### src/rtl/uart_pkg.sv
// Shared UART types, constants and helpers.
// Used by both the receiver and the transmitter.
package uart_pkg;

  typedef enum logic [2:0] {
    RX_IDLE,
    RX_START,
    RX_DATA,
    RX_PARITY,
    RX_STOP,
    RX_BREAK
  } rx_state_t;

  localparam int OS_RATE    = 16;
  localparam int MID_SAMPLE = 7;
  localparam int DATA_BITS  = 8;

  // Parity bit for a data word: even parity is the XOR of
  // the data, odd parity is its inverse.
  function automatic logic parity_calc(
    input logic [DATA_BITS-1:0] data,
    input logic                 odd
  );
    return (^data) ^ odd;
  endfunction

endpackage

### src/rtl/uart_rx_sync.sv
// Multi-flop synchronizer for an asynchronous input.
// Resets to 1 so an idle serial line looks idle at once.
module sync_ff #(
  parameter int sync_stages = 2
) (
  input  logic clk,
  input  logic reset,
  input  logic d_i,
  output logic q_o
);

  logic [sync_stages-1:0] sync_q;

  always_ff @(posedge clk or posedge reset) begin
    if (reset) begin
      sync_q <= '1;
    end else begin
      sync_q <= {sync_q[sync_stages-2:0], d_i};
    end
  end

  assign q_o = sync_q[sync_stages-1];

endmodule

### src/rtl/uart_rx.sv
// UART receiver: 16x oversampled, mid-bit sampling,
// optional parity, per-byte parity and framing errors.
module uart_rx
  import uart_pkg::*;
#(
  parameter bit parity_en   = 1'b1,
  parameter bit parity_odd  = 1'b0,
  parameter int sync_stages = 2
) (
  input  logic       clk,
  input  logic       reset,
  input  logic       os_tick,
  input  logic       rx,
  output logic [7:0] rx_data,
  output logic       rx_valid,
  output logic       parity_err,
  output logic       frame_err,
  output logic       rx_busy
);

  logic rx_s;

  sync_ff #(
    .sync_stages(sync_stages)
  ) u_sync (
    .clk  (clk),
    .reset(reset),
    .d_i  (rx),
    .q_o  (rx_s)
  );

  rx_state_t state_q, state_d;
  logic [3:0] tick_q, tick_d;
  logic [2:0] bit_q, bit_d;
  logic [7:0] shift_q, shift_d;
  logic       par_q, par_d;
  logic [7:0] data_q, data_d;
  logic       valid_q, valid_d;
  logic       perr_q, perr_d;
  logic       ferr_q, ferr_d;

  logic mid_tick;
  logic bit_tick;

  assign mid_tick = os_tick &&
                    (tick_q == 4'(MID_SAMPLE));
  assign bit_tick = os_tick &&
                    (tick_q == 4'(OS_RATE - 1));

  always_comb begin
    state_d = state_q;
    tick_d  = tick_q;
    bit_d   = bit_q;
    shift_d = shift_q;
    par_d   = par_q;
    data_d  = data_q;
    valid_d = 1'b0;
    perr_d  = perr_q;
    ferr_d  = ferr_q;

    if (os_tick) begin
      tick_d = tick_q + 4'd1;
    end

    unique case (state_q)
      RX_IDLE: begin
        // Counter stays parked so START begins at 0 even
        // when the edge and an os_tick coincide.
        tick_d = '0;
        if (!rx_s) begin
          state_d = RX_START;
        end
      end
      RX_START: begin
        if (mid_tick) begin
          tick_d  = '0;
          bit_d   = '0;
          state_d = rx_s ? RX_IDLE : RX_DATA;
        end
      end
      RX_DATA: begin
        if (bit_tick) begin
          shift_d = {rx_s, shift_q[7:1]};
          bit_d   = bit_q + 3'd1;
          if (bit_q == 3'(DATA_BITS - 1)) begin
            state_d = parity_en ? RX_PARITY
                                : RX_STOP;
          end
        end
      end
      RX_PARITY: begin
        if (bit_tick) begin
          par_d   = rx_s;
          state_d = RX_STOP;
        end
      end
      RX_STOP: begin
        if (bit_tick) begin
          data_d  = shift_q;
          perr_d  = parity_en &&
                    (par_q != parity_calc(shift_q,
                                          parity_odd));
          ferr_d  = !rx_s;
          valid_d = 1'b1;
          state_d = rx_s ? RX_IDLE : RX_BREAK;
        end
      end
      RX_BREAK: begin
        // A held-low line must go high before a new frame.
        if (rx_s) begin
          state_d = RX_IDLE;
        end
      end
      default: begin
        state_d = RX_IDLE;
      end
    endcase
  end

  always_ff @(posedge clk or posedge reset) begin
    if (reset) begin
      state_q <= RX_IDLE;
      tick_q  <= '0;
      bit_q   <= '0;
      shift_q <= '0;
      par_q   <= 1'b0;
      data_q  <= '0;
      valid_q <= 1'b0;
      perr_q  <= 1'b0;
      ferr_q  <= 1'b0;
    end else begin
      state_q <= state_d;
      tick_q  <= tick_d;
      bit_q   <= bit_d;
      shift_q <= shift_d;
      par_q   <= par_d;
      data_q  <= data_d;
      valid_q <= valid_d;
      perr_q  <= perr_d;
      ferr_q  <= ferr_d;
    end
  end

  assign rx_data    = data_q;
  assign rx_valid   = valid_q;
  assign parity_err = perr_q;
  assign frame_err  = ferr_q;
  assign rx_busy    = (state_q != RX_IDLE);

endmodule
### config.mk
export PLATFORM = sky130hd
export DESIGN_NAME = uart_rx
export DESIGN_NICKNAME = d
export VERILOG_FILES = /design/src/rtl/uart_pkg.sv /design/src/rtl/uart_rx_sync.sv /design/src/rtl/uart_rx.sv
export SDC_FILE = /design/constraint.sdc
export NUM_CORES = 1
export LEC_CHECK = 0
export ABC_CLOCK_PERIOD_IN_PS = 2800
export BUFFER_PORTS_ARGS = -buffer_cell sky130_fd_sc_hd__buf_4
export CORE_MARGIN = 1
export CORE_UTILIZATION = 35
export CTS_CLUSTER_DIAMETER = 120
export CTS_CLUSTER_SIZE = 20
export DETAILED_ROUTE_END_ITERATION = 6
export GPL_TIMING_DRIVEN = 0
export PLACE_DENSITY_LB_ADDON = 0.1
export SYNTH_ARGS = -nofsm -noshare
export SYNTH_HDL_FRONTEND = slang
export SYNTH_SLANG_ARGS = --single-unit
export TNS_END_PERCENT = 5
### constraint.sdc
create_clock -name clk -period 2.8 [get_ports clk]
set_input_delay 0.56 -clock clk [delete_from_list [all_inputs] [get_ports clk]]
set_output_delay 0.56 -clock clk [all_outputs]
set_load 0.01 [all_outputs]
* Yosys cells after proc, flatten, opt, wreduce, memory -nomap -nowiden *
Index checks and enable logic that the tools add are counted.

storage, ports and cells
  register bits = 32
  latch bits = 0
  RAM bits = 0
  memory bits (read-only) = 0
  output and inout bits = 12
  memories kept = 0

cells by class
  add/sub/neg operators = 2
  $mul = 0
  div/mod/pow operators = 0
  $lt $le $gt $ge = 0
  eq/ne operators = 16
  shift-type cells = 0
  mux-type cells = 18
  bitwise logic cells = 0
  reductions and logical operators = 12

operators by type and width
  operator               count
  $mux W3                10
  $pmux W3 S6            1
  $ne A2 B2 Y1 const B   6
  $eq A3 B3 Y1 const B   3
  $mux W4                2
  $pmux W4 S2            1
  $reduce_xor A8 Y1      1
  $reduce_and A7 Y1      1
  $eq A3 B2 Y1 const B   2
  $pmux W3 S2            1
  $reduce_and A2 Y1      3
  $add A4 B1 Y4 const B  1
  $eq A4 B3 Y1 const B   1
  $eq A4 B4 Y1 const B   1
  $add A3 B1 Y3 const B  1
  $eq A3 B1 Y1 const B   1
  $logic_not A3 Y1       1
  $reduce_and A3 Y1      1
  $reduce_bool A3 Y1     1
  $logic_and A1 B1 Y1    2
  $mux W1                2
  $mux W2                1
  $ne A2 B1 Y1 const B   1
  $reduce_bool A2 Y1     1
  other kinds (2)        2

* Logic depth before layout (Yosys ltp) *
  word-level depth = 4
  gate-level depth with buffers = 7

* Modules after synthesis *
From an unflattened synthesis, not the netlist that was laid out.

second synthesis, totals
  cell total of the unflattened synthesis = 129
  area total of the unflattened synthesis = 1550.2 sq um

modules (own cells, without submodules)
  module   times used  cells an instance  area an instance (sq um)  seq. area each (sq um)
  uart_rx  1           126                1493.9                    750.7
  sync_ff  1           3                  56.3                      52.6

* Least setup slack after synthesis *
OpenSTA, ideal clock, no wires.

  path type = input to register
  start = input port os_tick
  end = register data_q[0] (netlist: rx_data[0])
  setup time = 125 ps
  arrival time = 1700 ps
  required time = 2675 ps
  path slack = 975 ps
  cell stages on the path = 6
  buffers on the path = 3
  path through = buf_4 > nand4_2 > or3_1 > buf_2 > buf_6 > mux2_4

between the ends
  cells in the longest elaborated chain, start to end = 2

RTL lines
  element                      RTL line        RTL
  start: declaration           uart_rx.sv:12   input logic os_tick,
  $logic_and A1 B1 Y1          uart_rx.sv:47   assign bit_tick = os_tick &&
  $reduce_and A2 Y1 (no line)  n/a
  end signal: assignment       uart_rx.sv:137  data_q <= data_d;
  end: declaration             uart_rx.sv:37   logic [7:0] data_q, data_d;

No other way between the ends.
A chain may end at the register's enable or synchronous reset.

* Worst setup path in the final report *
  start = register state_q[0]
  end = output port rx_busy

between the ends
  cells in the longest elaborated chain, start to end = 1

RTL lines
  element                   RTL line        RTL
  start: declaration        uart_rx.sv:32   rx_state_t state_q, state_d;
  start signal: assignment  uart_rx.sv:132  state_q <= state_d;
  $reduce_bool A3 Y1        uart_rx.sv:148  assign rx_busy = (state_q != RX_IDLE);
  end: declaration          uart_rx.sv:18   output logic rx_busy

No other way between the ends.

==> results.toml <==
[critical_path]
crit_family = "buffers and inverters"
worst_setup_path_start_kind = "flop"
max_stage_delay_ns = 0.44
critPathSlowestCell = "dfrtp_1"
cp.required_ns = 2.24
worst_ep_arrival_time_ns = 1.55
crit_chain = "clkbuf_1 -> nor3_1 -> inv_1 -> buf_4"
critPathBufInv = 3
critPathCaptureType = "output pin"
criticalPathCategory = "reg2out"
crit_fanout = 10

[final_layout]
seq_area_um2 = 803
design_area_mm2 = 0.00184
layout_common_cells = "dfrtp_1 (30), buf_4 (16), mux2_2 (12)"
multiInputGateArea_um2 = 662
nNetsFinal = 156
fill_cells = 401
num_antenna_cells = 0
layout_commonest_cell = "dfrtp_1"
syn2layout_area_growth_pct = 20.0
drive_gt1_share_pct = 33.3

[logic_synthesis]
synth.cell_area_mm2 = 0.00153
yosysWarnings = 0
synth_cell_types = 35
synthCells = 127
ys_ff_latch = 32
syn_area_per_cell_um2 = 12.0
ys_seq_area_share_pct = 52.5
postSynthNetCount = 134

[placement]
port_buffers = 14
placed_area_mm2 = 0.00170
dpl.hpwl_um = 1840
gp_congestion = 0.830

[floorplan]
die_x_um = 68.1
core_region_area_mm2 = 0.00409
die_y_um = 68.1
die-area_mm2 = 0.00464
rows = 23
start_util_pct = 37.4
ios = 16

[drt]
drc_errors = 0
wire_per_inst_um = 13.5
drt-total-wl_um = 2700
vias = 987
drt_pre_antenna_iters = 4
avgViaCountPerCell = 4.94
postRouteAntennaNets = 0
drtIter0Drc = 21

[power_and_ir_drop]
total_power_w = 0.00133
clockPowerShare_pct = 32.9
peakVddDrop_mv = 0.539
p_int_w = 0.000931
switchingPower_w = 0.000396
power_frac_seq_pct = 43.8
power_frac_comb_pct = 23.3
switching_share_pct = 29.9
p_per_area_mw_per_mm2 = 722
p_leak_nw = 0.880

[clock_network]
clk_pin_slew_ns = 0.07
numCtsBuffers = 5
cts-resized-gates = 0
cts_tree = "done"
cts_setup_buffers = 0
cts_max_level = 2
cts_root_buf = "clkbuf_8"
cts_buffer_depth = 2
hold_buffers = 0
clock_sinks = 32
clk_latency_ns = 0.28

[grt]
grt_start_max_net_pins = 33
grt_first_pass_wirelength_um = 4490
gr-total-overflow = 0
antenna_found_initial = 0
grt_pass1_vias = 971
track_usage_pct = 13.8

[sta]
fmax_mhz = 474
setup_viol = 0
tightest_slew_ns = 0.678
setup_tns_ns = 0
timing.final.crit_share_pct = 75.3
maxSlewHeadroom_pct = 54.5
rsz0062_at_grt = "no"
hold_viol_final = 0
slew_viol_final = 0
clock_skew_ns = 0.00523
whs_ns = 0.211
fin_crit_ns = 2.11

[run]
cap_violations = 0

[outcome]
outcome = "complete, no violations"

[hold_path]
worstHoldPathType = "in2async"
[kinds of logic (layout without fill, tap and decap cells)]
kind of cell | count (synthesis) | count (layout) | synth area share [%]
buf+inv | 13 | 36 | 4.25
simple gates | 32 | 32 | 11.3
mux | 21 | 21 | 16.4
compound gates | 17 | 17 | 7.11
fa+ha+maj | 3 | 3 | 2.45
xor+xnor | 9 | 9 | 6.05
flops | 32 | 32 | 52.5
[layout make-up]
| class | count | area share, % |
|---|---|---|
| flip-flops and latches | 32 | 43.7 |
| multi-input cells | 82 | 36.0 |
| repair buffers | 15 | 7.22 |
| clock buffers | 5 | 3.75 |
| well taps | 50 | 3.41 |
| clock inverters | 3 | 2.32 |
| plain buffers | 7 | 2.32 |
| inverters | 6 | 1.23 |
[worst paths after layout]
check	startpoint	endpoint	slack [ns]	cells after the start
setup / recovery	state_q[0]	rx_busy	0.69	4
hold reg to reg	u_sync.sync_q[0]	u_sync.sync_q[1]	0.36	0
hold / removal	reset	rx_data[1]	0.21	2
max in group asynchronous	reset	u_sync.sync_q[1]	2.10	3
min in group clk	u_sync.sync_q[0]	u_sync.sync_q[1]	0.36	0
setup reg to reg	tick_q[0]	shift_q[7]	0.88	4
[per-stage QoR]
stage	instances	util, %	setup WS [ns]
floorplan	127	-	0.975
global placement	191	41.5	0.829
detailed placement	191	41.5	0.808
CTS	199	44.3	0.664
global route	200	44.9	0.573
finish	200	44.9	0.692
[routing by layer]
metal | vias to the layer above | share of wire, % | global-route usage (%)
met5 | - | 0 | 0
met4 | 0 | 1.7 | 5.47
met3 | 5 | 3.8 | 5.00
met2 | 17 | 45 | 20.7
met1 | 486 | 49 | 17.9
li1 | 479 | - | -
[power by group through the flow]
stage | Combinational (W) | Clock, W | Sequential [W]
after floorplan | 0.000251 | 0 | 0.000574
after global placement | 0.000295 | 0 | 0.000586
after detailed placement | 0.000307 | 0 | 0.000590
after CTS | 0.000310 | 0.000453 | 0.000581
after global routing | 0.000355 | 0.000472 | 0.000589
final | 0.000309 | 0.000437 | 0.000581
[worst register-to-register path: stages, from the launching register on]
cell and delay, ns:
dfrtp_1 0.39, ha_1 0.24, nand4_2 0.17, nor3_2 0.59, mux2_2 0.41
[cells in the mapped netlist, drive strengths merged]
master / instances / share of area, %
a211oi: 2 / 0.98
a21oi: 4 / 1.3
and2: 1 / 0.41
buf: 5 / 2.3
clkbuf: 2 / 0.49
dfrtp: 30 / 49
dfstp: 2 / 3.4
ha: 3 / 2.5
inv: 6 / 1.5
mux2: 17 / 14
mux2i: 4 / 2.6
nand2: 7 / 1.7
nand2b: 3 / 1.2
nand3: 2 / 0.65
nand4: 2 / 1.2
nor2: 9 / 2.2
nor2b: 1 / 0.41
nor3: 4 / 2.0
nor3b: 1 / 0.49
o21a: 3 / 1.5
o21ai: 5 / 1.6
o221ai: 1 / 0.57
o32ai: 1 / 0.57
o41ai: 1 / 0.57
or3: 1 / 0.41
or3b: 1 / 0.57
xnor2: 5 / 2.9
xnor3: 1 / 1.5
xor2: 3 / 1.7
[sequential cells by signal, indices dropped and copies added (netlist names)]
signal,cells
rx_data,8
shift_q,8
tick_q,4
bit_q,3
state_q,3
u_sync.sync_q,2
frame_err,1
par_q,1
parity_err,1
rx_valid,1
Note: power is estimated with default switching activity, not from simulation.
